`src/rtl/clock12_pkg.sv`:
```
// -----------------------------------------------------------------------------
// clock12_pkg
// Shared types and default limits for the 12-hour clock controller.
//   state_t            : control FSM encoding (RUN / SET_HR / SET_MIN)
//   SEC_MAX / MIN_MAX  : last seconds / minutes value before wrap
//   HR_MAX             : last hours value before wrap (mod-12 hours)
//   *_W                : output field widths
// -----------------------------------------------------------------------------
package clock12_pkg;

  localparam int SEC_MAX = 59;
  localparam int MIN_MAX = 59;
  localparam int HR_MAX  = 11;

  localparam int SEC_W = 6;
  localparam int MIN_W = 6;
  localparam int HR_W  = 4;

  typedef enum logic [1:0] {
    RUN     = 2'd0,
    SET_HR  = 2'd1,
    SET_MIN = 2'd2
  } state_t;

endpackage : clock12_pkg

```
`src/rtl/mod_n_counter.sv`:
```
// -----------------------------------------------------------------------------
// mod_n_counter
// Modulo-(MAX+1) up-counter with synchronous clear.
//   clk   : clock, rising edge
//   rst_n : asynchronous active-low reset (count -> 0)
//   en    : advance by one this cycle (wraps MAX -> 0)
//   clr   : force count to 0 this cycle (wins over en)
//   count : registered count value 0..MAX
//   wrap  : combinational; high when en is set while count == MAX,
//           i.e. this edge wraps. Used as the carry into the next field.
// -----------------------------------------------------------------------------
module mod_n_counter #(
  parameter int MAX = 59,
  parameter int W   = 6
) (
  input  logic         clk,
  input  logic         rst_n,
  input  logic         en,
  input  logic         clr,
  output logic [W-1:0] count,
  output logic         wrap
);

  localparam logic [W-1:0] MAX_V = W'(MAX);

  logic [W-1:0] r_count;

  // The carry is reported even when clr also fires, so a field cleared on
  // the same edge still passes its carry upward.
  assign wrap  = en && (r_count == MAX_V);
  assign count = r_count;

  // NOTE: sequential state uses non-blocking assignments so every register
  // samples the pre-edge values of its neighbours.
  always_ff @(posedge clk or negedge rst_n) begin
    if (!rst_n) begin
      r_count <= '0;
    end else if (clr) begin
      r_count <= '0;
    end else if (en) begin
      r_count <= wrap ? '0 : r_count + W'(1);
    end
  end

endmodule : mod_n_counter

```
`src/rtl/clock12_ctrl.sv`:
```
// -----------------------------------------------------------------------------
// clock12_ctrl
// 12-hour clock with AM/PM flag and a three-state set/run control FSM.
//   clk       : clock, rising edge
//   reset     : asynchronous active-low reset
//   tick      : 1 Hz timebase enable pulse (counted only in RUN)
//   mode      : advances FSM RUN -> SET_HR -> SET_MIN -> RUN
//   inc       : increments the field being set (hours or minutes)
//   seconds   : 0..SEC_MAX
//   minutes   : 0..MIN_MAX
//   hours     : 0..HR_MAX
//   pm        : 0 = AM, 1 = PM
//   state     : current FSM encoding (RUN=0, SET_HR=1, SET_MIN=2)
//   day_pulse : one-cycle pulse when a tick rolls PM back to AM
// All outputs are registered; an input pulse is visible after the edge that
// samples it. Inputs are level-sampled: a held pulse counts once per cycle.
// -----------------------------------------------------------------------------
module clock12_ctrl #(
  parameter int SEC_MAX = clock12_pkg::SEC_MAX,
  parameter int MIN_MAX = clock12_pkg::MIN_MAX,
  parameter int HR_MAX  = clock12_pkg::HR_MAX
) (
  input  logic       clk,
  input  logic       reset,
  input  logic       tick,
  input  logic       mode,
  input  logic       inc,
  output logic [5:0] seconds,
  output logic [5:0] minutes,
  output logic [3:0] hours,
  output logic       pm,
  output logic [1:0] state,
  output logic       day_pulse
);

  import clock12_pkg::state_t;
  import clock12_pkg::RUN;
  import clock12_pkg::SET_HR;
  import clock12_pkg::SET_MIN;
  import clock12_pkg::SEC_W;
  import clock12_pkg::MIN_W;
  import clock12_pkg::HR_W;

  state_t r_state;
  state_t w_next_state;

  logic r_pm;
  logic r_day_pulse;

  logic w_run;
  logic w_sec_en;
  logic w_sec_clr;
  logic w_min_en;
  logic w_hr_en;

  logic w_sec_wrap;
  logic w_min_wrap;
  logic w_hr_wrap;

  // ---------------------------------------------------------------------------
  // FSM: state register
  // ---------------------------------------------------------------------------
  always_ff @(posedge clk or negedge reset) begin
    if (!reset) begin
      r_state <= RUN;
    end else begin
      r_state <= w_next_state;
    end
  end

  // ---------------------------------------------------------------------------
  // FSM: next state. The unused encoding falls back to RUN.
  // ---------------------------------------------------------------------------
  // NOTE: every combinational output gets a default first so no path through
  // the block leaves it unassigned, which would infer a latch.
  always_comb begin
    w_next_state = r_state;
    unique case (r_state)
      RUN:     if (mode) w_next_state = SET_HR;
      SET_HR:  if (mode) w_next_state = SET_MIN;
      SET_MIN: if (mode) w_next_state = RUN;
      default:           w_next_state = RUN;
    endcase
  end

  // ---------------------------------------------------------------------------
  // FSM: output decode -> counter enables and carry gating.
  // In RUN the chain is tick -> seconds -> minutes -> hours. In the SET states
  // inc drives only the selected field, a coincident mode pulse wins over inc,
  // and a minutes wrap while setting never carries into hours.
  // ---------------------------------------------------------------------------
  always_comb begin
    w_run     = (r_state == RUN);
    w_sec_en  = w_run && tick;
    w_sec_clr = w_run && mode;
    w_min_en  = w_sec_wrap ||
                ((r_state == SET_MIN) && inc && !mode);
    w_hr_en   = (w_run && w_min_wrap) ||
                ((r_state == SET_HR) && inc && !mode);
  end

  // ---------------------------------------------------------------------------
  // Time fields
  // ---------------------------------------------------------------------------
  mod_n_counter #(.MAX(SEC_MAX), .W(SEC_W)) u_sec (
    .clk   (clk),
    .rst_n (reset),
    .en    (w_sec_en),
    .clr   (w_sec_clr),
    .count (seconds),
    .wrap  (w_sec_wrap)
  );

  mod_n_counter #(.MAX(MIN_MAX), .W(MIN_W)) u_min (
    .clk   (clk),
    .rst_n (reset),
    .en    (w_min_en),
    .clr   (1'b0),
    .count (minutes),
    .wrap  (w_min_wrap)
  );

  mod_n_counter #(.MAX(HR_MAX), .W(HR_W)) u_hr (
    .clk   (clk),
    .rst_n (reset),
    .en    (w_hr_en),
    .clr   (1'b0),
    .count (hours),
    .wrap  (w_hr_wrap)
  );

  // ---------------------------------------------------------------------------
  // AM/PM flag and day pulse. Any hours wrap flips pm; only a wrap caused by
  // timekeeping (RUN) while in PM marks the start of a new day.
  // ---------------------------------------------------------------------------
  always_ff @(posedge clk or negedge reset) begin
    if (!reset) begin
      r_pm        <= 1'b0;
      r_day_pulse <= 1'b0;
    end else begin
      if (w_hr_wrap) begin
        r_pm <= ~r_pm;
      end
      r_day_pulse <= w_run && w_hr_wrap && r_pm;
    end
  end

  assign pm        = r_pm;
  assign day_pulse = r_day_pulse;
  assign state     = r_state;

endmodule : clock12_ctrl

```
`config.mk`:
```
export PLATFORM = sky130hd
export DESIGN_NAME = clock12_ctrl
export DESIGN_NICKNAME = d
export VERILOG_FILES = /design/src/rtl/clock12_pkg.sv /design/src/rtl/mod_n_counter.sv /design/src/rtl/clock12_ctrl.sv
export SDC_FILE = /design/constraint.sdc
export NUM_CORES = 1
export LEC_CHECK = 0
export ABC_AREA = 1
export ABC_CLOCK_PERIOD_IN_PS = 2050
export BUFFER_PORTS_ARGS = -buffer_cell sky130_fd_sc_hd__buf_4
export CAP_MARGIN = 5
export CORE_UTILIZATION = 40
export CTS_CLUSTER_DIAMETER = 60
export DETAILED_ROUTE_END_ITERATION = 16
export SYNTH_ARGS = -nofsm -noshare
export SYNTH_HDL_FRONTEND = slang
export SYNTH_SLANG_ARGS = --single-unit
export TNS_END_PERCENT = 100
```
`constraint.sdc`:
```
create_clock -name clk -period 2.05 [get_ports clk]
set_input_delay 0.41 -clock clk [delete_from_list [all_inputs] [get_ports clk]]
set_output_delay 0.41 -clock clk [all_outputs]
set_load 0.05 [all_outputs]
```
# ---- Word level (Yosys, flattened, before mapping)
# Cells that the tools add are included.
# W data, S select, Z words.
dict set report classes {
  n_addsub 3
  n_mul 0
  div 0
  n_lt_le_gt_ge 0
  n_eq_ne 8
  n_shift 0
  n_mux 9
  bitwise 1
  n_reduce_logical 18
}
# op count
set ops {}
lappend ops {{$mux W6} 4}
lappend ops {{$add A6 B1 Y6 const B} 2}
lappend ops {{$eq A6 B6 Y1 const B} 2}
lappend ops {{$logic_and A1 B1 Y1} 12}
lappend ops {{$mux W2} 3}
lappend ops {{$ne A2 B2 Y1 const B} 3}
lappend ops {{$pmux W2 S3} 1}
lappend ops {{$add A4 B1 Y4 const B} 1}
lappend ops {{$eq A4 B4 Y1 const B} 1}
lappend ops {{$mux W4} 1}
lappend ops {{$reduce_and A3 Y1} 1}
lappend ops {{$eq A2 B1 Y1 const B} 1}
lappend ops {{$eq A2 B2 Y1 const B} 1}
lappend ops {{$logic_not A2 Y1} 1}
lappend ops {{$logic_or A1 B1 Y1} 2}
lappend ops {{$reduce_bool A2 Y1} 1}
lappend ops {{$logic_not A1 Y1} 1}
lappend ops {{$not A1 Y1} 1}
dict set report word_totals {
  ff_bits 20
  latchBits 0
  ram_bits 0
  rom_bits 0
  inputBits 5
  output_inout_bits 20
  word_cells 45
  n_memories 0
}

# ---- Depth between registers and ports, before layout
dict set report logic_depth {
  ltp_word 10
  depth_mapped 10
}

# ---- By module
# A second synthesis with hierarchy kept.
dict set report unflattened {
  hier_cells 163
  area_unflattened_um2 1207.4
}
# mod n_inst cells_per_inst area_per_inst_um2 seq_area_each_um2
set by_module_without_submodules {}
lappend by_module_without_submodules {{mod_n_counter at u_sec} 1 50 391.6 150.1}
lappend by_module_without_submodules {{mod_n_counter at u_min} 1 51 364.1 150.1}
lappend by_module_without_submodules {{mod_n_counter at u_hr} 1 36 246.5 100.1}
lappend by_module_without_submodules {clock12_ctrl 1 26 205.2 100.1}

# ---- Worst setup path before layout
# OpenSTA, ideal clock, no wires.
dict set report synth_timing {
  path_type {flip-flop to flip-flop}
  start {reg u_sec.r_count[0] (netlist: u_sec.count[0])}
  end {reg u_hr.r_count[2] (netlist: u_hr.count[2])}
  setup_ns 0.118
  arrival_ns 1.682
  setup_slack_ns 0.250
  stages_incl_launch_ff 11
  synth_period_minus_slack_ns 1.800
  path_cell_list {dfrtp_1 -> ha_1 -> nand3_1 -> nor2_1 -> nand2_4 -> nand2_4 -> nand3_2 -> nand2_4 -> inv_2 -> nand2_1 -> nand2_1}
}
dict set report synth_via {
  elab_chain_cells 8
}
# item line
set synth_rtl {}
lappend synth_rtl {{from (decl)} mod_n_counter.sv:26} ;# logic [W-1:0] r_count;
lappend synth_rtl {{from (signal assigned)} mod_n_counter.sv:41} ;# r_count <= wrap ? '0 : r_count + W'(1);
lappend synth_rtl {{$eq A6 B6 Y1 *} mod_n_counter.sv:30} ;# assign wrap = en && (r_count == MAX_V);
lappend synth_rtl {{$logic_and A1 B1 Y1 *} mod_n_counter.sv:30}
lappend synth_rtl {{$logic_or A1 B1 Y1 *} clock12_ctrl.sv:96} ;# w_min_en = w_sec_wrap ||
lappend synth_rtl {{$logic_and A1 B1 Y1 *} mod_n_counter.sv:30}
lappend synth_rtl {{$logic_and A1 B1 Y1 *} clock12_ctrl.sv:98} ;# w_hr_en = (w_run && w_min_wrap) ||
lappend synth_rtl {{$logic_or A1 B1 Y1 *} clock12_ctrl.sv:98}
lappend synth_rtl {{$logic_and A1 B1 Y1} mod_n_counter.sv:30}
lappend synth_rtl {{$mux W4} mod_n_counter.sv:41}
lappend synth_rtl {{to (signal assigned)} mod_n_counter.sv:41}
lappend synth_rtl {{to (decl)} mod_n_counter.sv:26}
# Every way passes the cells marked *; elsewhere a longest branch is shown, timed or not.
# A chain may end at the register's enable or synchronous reset.

# ---- Worst setup path after layout
# Same ends and word-level chain as after synthesis.

==> flow_summary.yaml <==
cells_and_area:
  n_antenna_cell: 0
  utilization_pct: 53.32
  syn_to_final_growth_pct: 24.42
  drive_gt1_share_pct: 24.54
  final_nets: 172
  post_layout_nonfiller_instances: 193
detailed_routing:
  drtAntennaViolNets: 0
  drt-pass1-iter-count: 4
  drt-wirelength-per-cell_microns: 11.36
  dr_wl_met3_microns: 78
  viasPerCell: 4.907
  dr_wl_met2_microns: 1044
  drt-met1-wl_microns: 1052
  first_iter_violations: 8
  drc: 0
  routed_wl_microns: 2192
  vias: 947
  top_layer: "met4"
sta:
  rsz0062_at_grt: "false"
  setup_viol: 0
  fin_crit_ps: 1557
  tightest_slew_ps: 266.3
  finalMaxSlewViolations: 0
  clock-skew-final_ps: 2.445
  fin_tns_setup_ps: 0
  final_hold_viol_count: 0
  fmax_mhz: 642.5
  min_period_over_period_pct: 75.93
  relSlewSlack_pct: 82.11
global_route:
  antenna_found_initial: 0
  grt_max_degree: 21
  grt_overflow: 0
  grt_pass1_wl_microns: 3581
  grt_pass1_vias: 840
  track_usage_pct: 16.89
clocking:
  cts-resized-gates: 0
  cts_tree: "built"
  clock_latency_ps: 300
  post_cts_buffers: 0
  root_buffer: "clkbuf_4"
  htreeDepth: 1
  cts.sinks: 20
  cts_max_path_buffers: 2
  hold_buffers: 1
  cts_inserted_buffers: 3
  cts.clk_slew.worst_paths_ps: 110
die:
  dieArea_sq_um: 2914
  die_h_microns: 53.99
  core_area_sq_um: 2522
  initial_core_util_pct: 42.86
  rows: 18
  die_w_microns: 53.99
  ios: 25
run:
  drv_cap: 0
pwr:
  ir_drop_v: 0.0008777
  leakagePower_nw: 0.7271
  power_density_nw_per_um2: 1435
logic_synthesis:
  syn_area_sq_um: 1081
  yosys_warnings: 0
  ys_seq_elements: 20
  yosysSeqAreaShare_pct: 46.30
  synth_area_leaders: "dfrtp_1, nand2_1, inv_1"
  synth_largest_area_cell: "dfrtp_1"
  syn_nets: 142
  syn_avg_cell_area_sq_um: 8.067
  netlist.area_leader.share_pct: 46.30
  ys_types: 21
  netlist_instances: 134
placement:
  gp_congestion: 0.7777
  hpwl_microns: 1672
  port_buffers: 24
  dp.cells: 188
worst_hold_path:
  hp-class: "input port to flip-flop"
  hold_depth: 2
outcome:
  status: "complete, no violations"
critical_path:
  crit_arrival_ps: 1760
  cp.required_ps: 2250
  crit_fanout: 9
  rr_worst_depth: 10
  worstSetupPathType: "flip-flop to flip-flop"
  startpoint_type: "flip-flop"
  endpoint_kind: "flip-flop"
==> flip-flops by register name, summed over array words and instances, names as in the netlist <==
signal / flops
pm: 1
u_sec.count: 6
day_pulse: 1
u_hr.count: 4
u_min.count: 6
state: 2
==> worst paths after layout <==
kind / startpoint / to / slack (ps)
max: u_sec.count[0] / u_hr.count[2] / 490
min: mode / state[0] / 330
max reg2reg: u_sec.count[0] / u_hr.count[2] / 490
min reg2reg: u_hr.count[1] / u_hr.count[1] / 550
max in group asynchronous: reset / u_hr.count[3] / 1330
min in group asynchronous: reset / u_min.count[3] / 510
==> cell usage after synthesis <==
library cell,number
xnor2_1,1
nand2_4,3
o21a_1,1
inv_2,2
nand3b_1,4
a21oi_1,4
nor3_1,1
dfrtp_1,20
nor2_2,2
nand2_2,2
xor2_1,3
nand3_2,2
inv_1,17
nand3_1,10
o21ai_0,10
ha_1,3
nor2_1,11
nand4_1,1
o21bai_1,1
nand2_1,35
a31o_2,1
==> logic make-up (layout without fill, tap and decap cells) <==
| kind of cell | count (synthesis) | count (layout) | synth area share (%) |
|---|---|---|---|
| AO/OA/AOI/OAI | 17 | 17 | 8.681 |
| AND/OR/NAND/NOR | 71 | 71 | 31.71 |
| adder cells (fa/ha/maj) | 3 | 3 | 3.473 |
| flip-flops | 20 | 20 | 46.30 |
| XOR/XNOR | 4 | 4 | 3.241 |
| buffers and inverters | 19 | 48 | 6.597 |
==> layout make-up <==
| class | count | area (sq um) |
|---|---|---|
| Fill cell | 249 | 1177 |
| Multi-Input combinational cell | 95 | 509.2 |
| Sequential cell | 20 | 500.5 |
| Timing Repair Buffer | 25 | 190.2 |
| Inverter | 19 | 71.32 |
| Tap cell | 30 | 37.54 |
| Clock buffer | 4 | 36.28 |
==> where the power goes <==
group / switching [mW] / internal, mW
clock network: 0.124 / 0.108
logic: 0.729 / 0.313
registers: 0.143 / 0.513
==> routing by layer <==
layer,GRT usage [%],vias up
met5,0,-
met4,3.846,0
met2,27.57,16
li1,-,483
met3,2.542,2
met1,23.40,446
==> worst max-delay path, cell delays in order (launching register included) <==
cell,delay (ps)
dfrtp_1,420
ha_1,210
nand3_1,80
nor2_1,160
nand2_4,90
nand2_4,110
nand3_2,90
nand2_4,120
inv_2,70
nand2_1,60
nand2_1,50
==> per-stage QoR <==
step	setup slack (ps)	hold WS, ps	total power, mW	instance area (sq um)
floorplan	249.8	114.4	1.396	1081
global placement	487.1	305.5	1.697	1299
detailed placement	466.4	306.2	1.709	1299
CTS	488.9	324.9	1.945	1345
global route	314.4	326.0	2.066	1345
finish	493.5	330.8	1.930	1345
==> cell usage in the layout, fill, tap and decap left out, drive strengths merged <==
cell type / synthesis / routed
nand2: 40 / 40
buf: 0 / 24
dfrtp: 20 / 20
inv: 19 / 19
nor2: 13 / 13
nand3: 12 / 12
o21ai: 10 / 10
a21oi: 4 / 4
nand3b: 4 / 4
clkbuf: 0 / 4
xor2: 3 / 3
ha: 3 / 3
nor3: 1 / 1
nand4: 1 / 1
xnor2: 1 / 1
o21a: 1 / 1
o21bai: 1 / 1
a31o: 1 / 1
dlygate4sd3: 0 / 1
No activity file was read; power rests on OpenSTA's default activity.
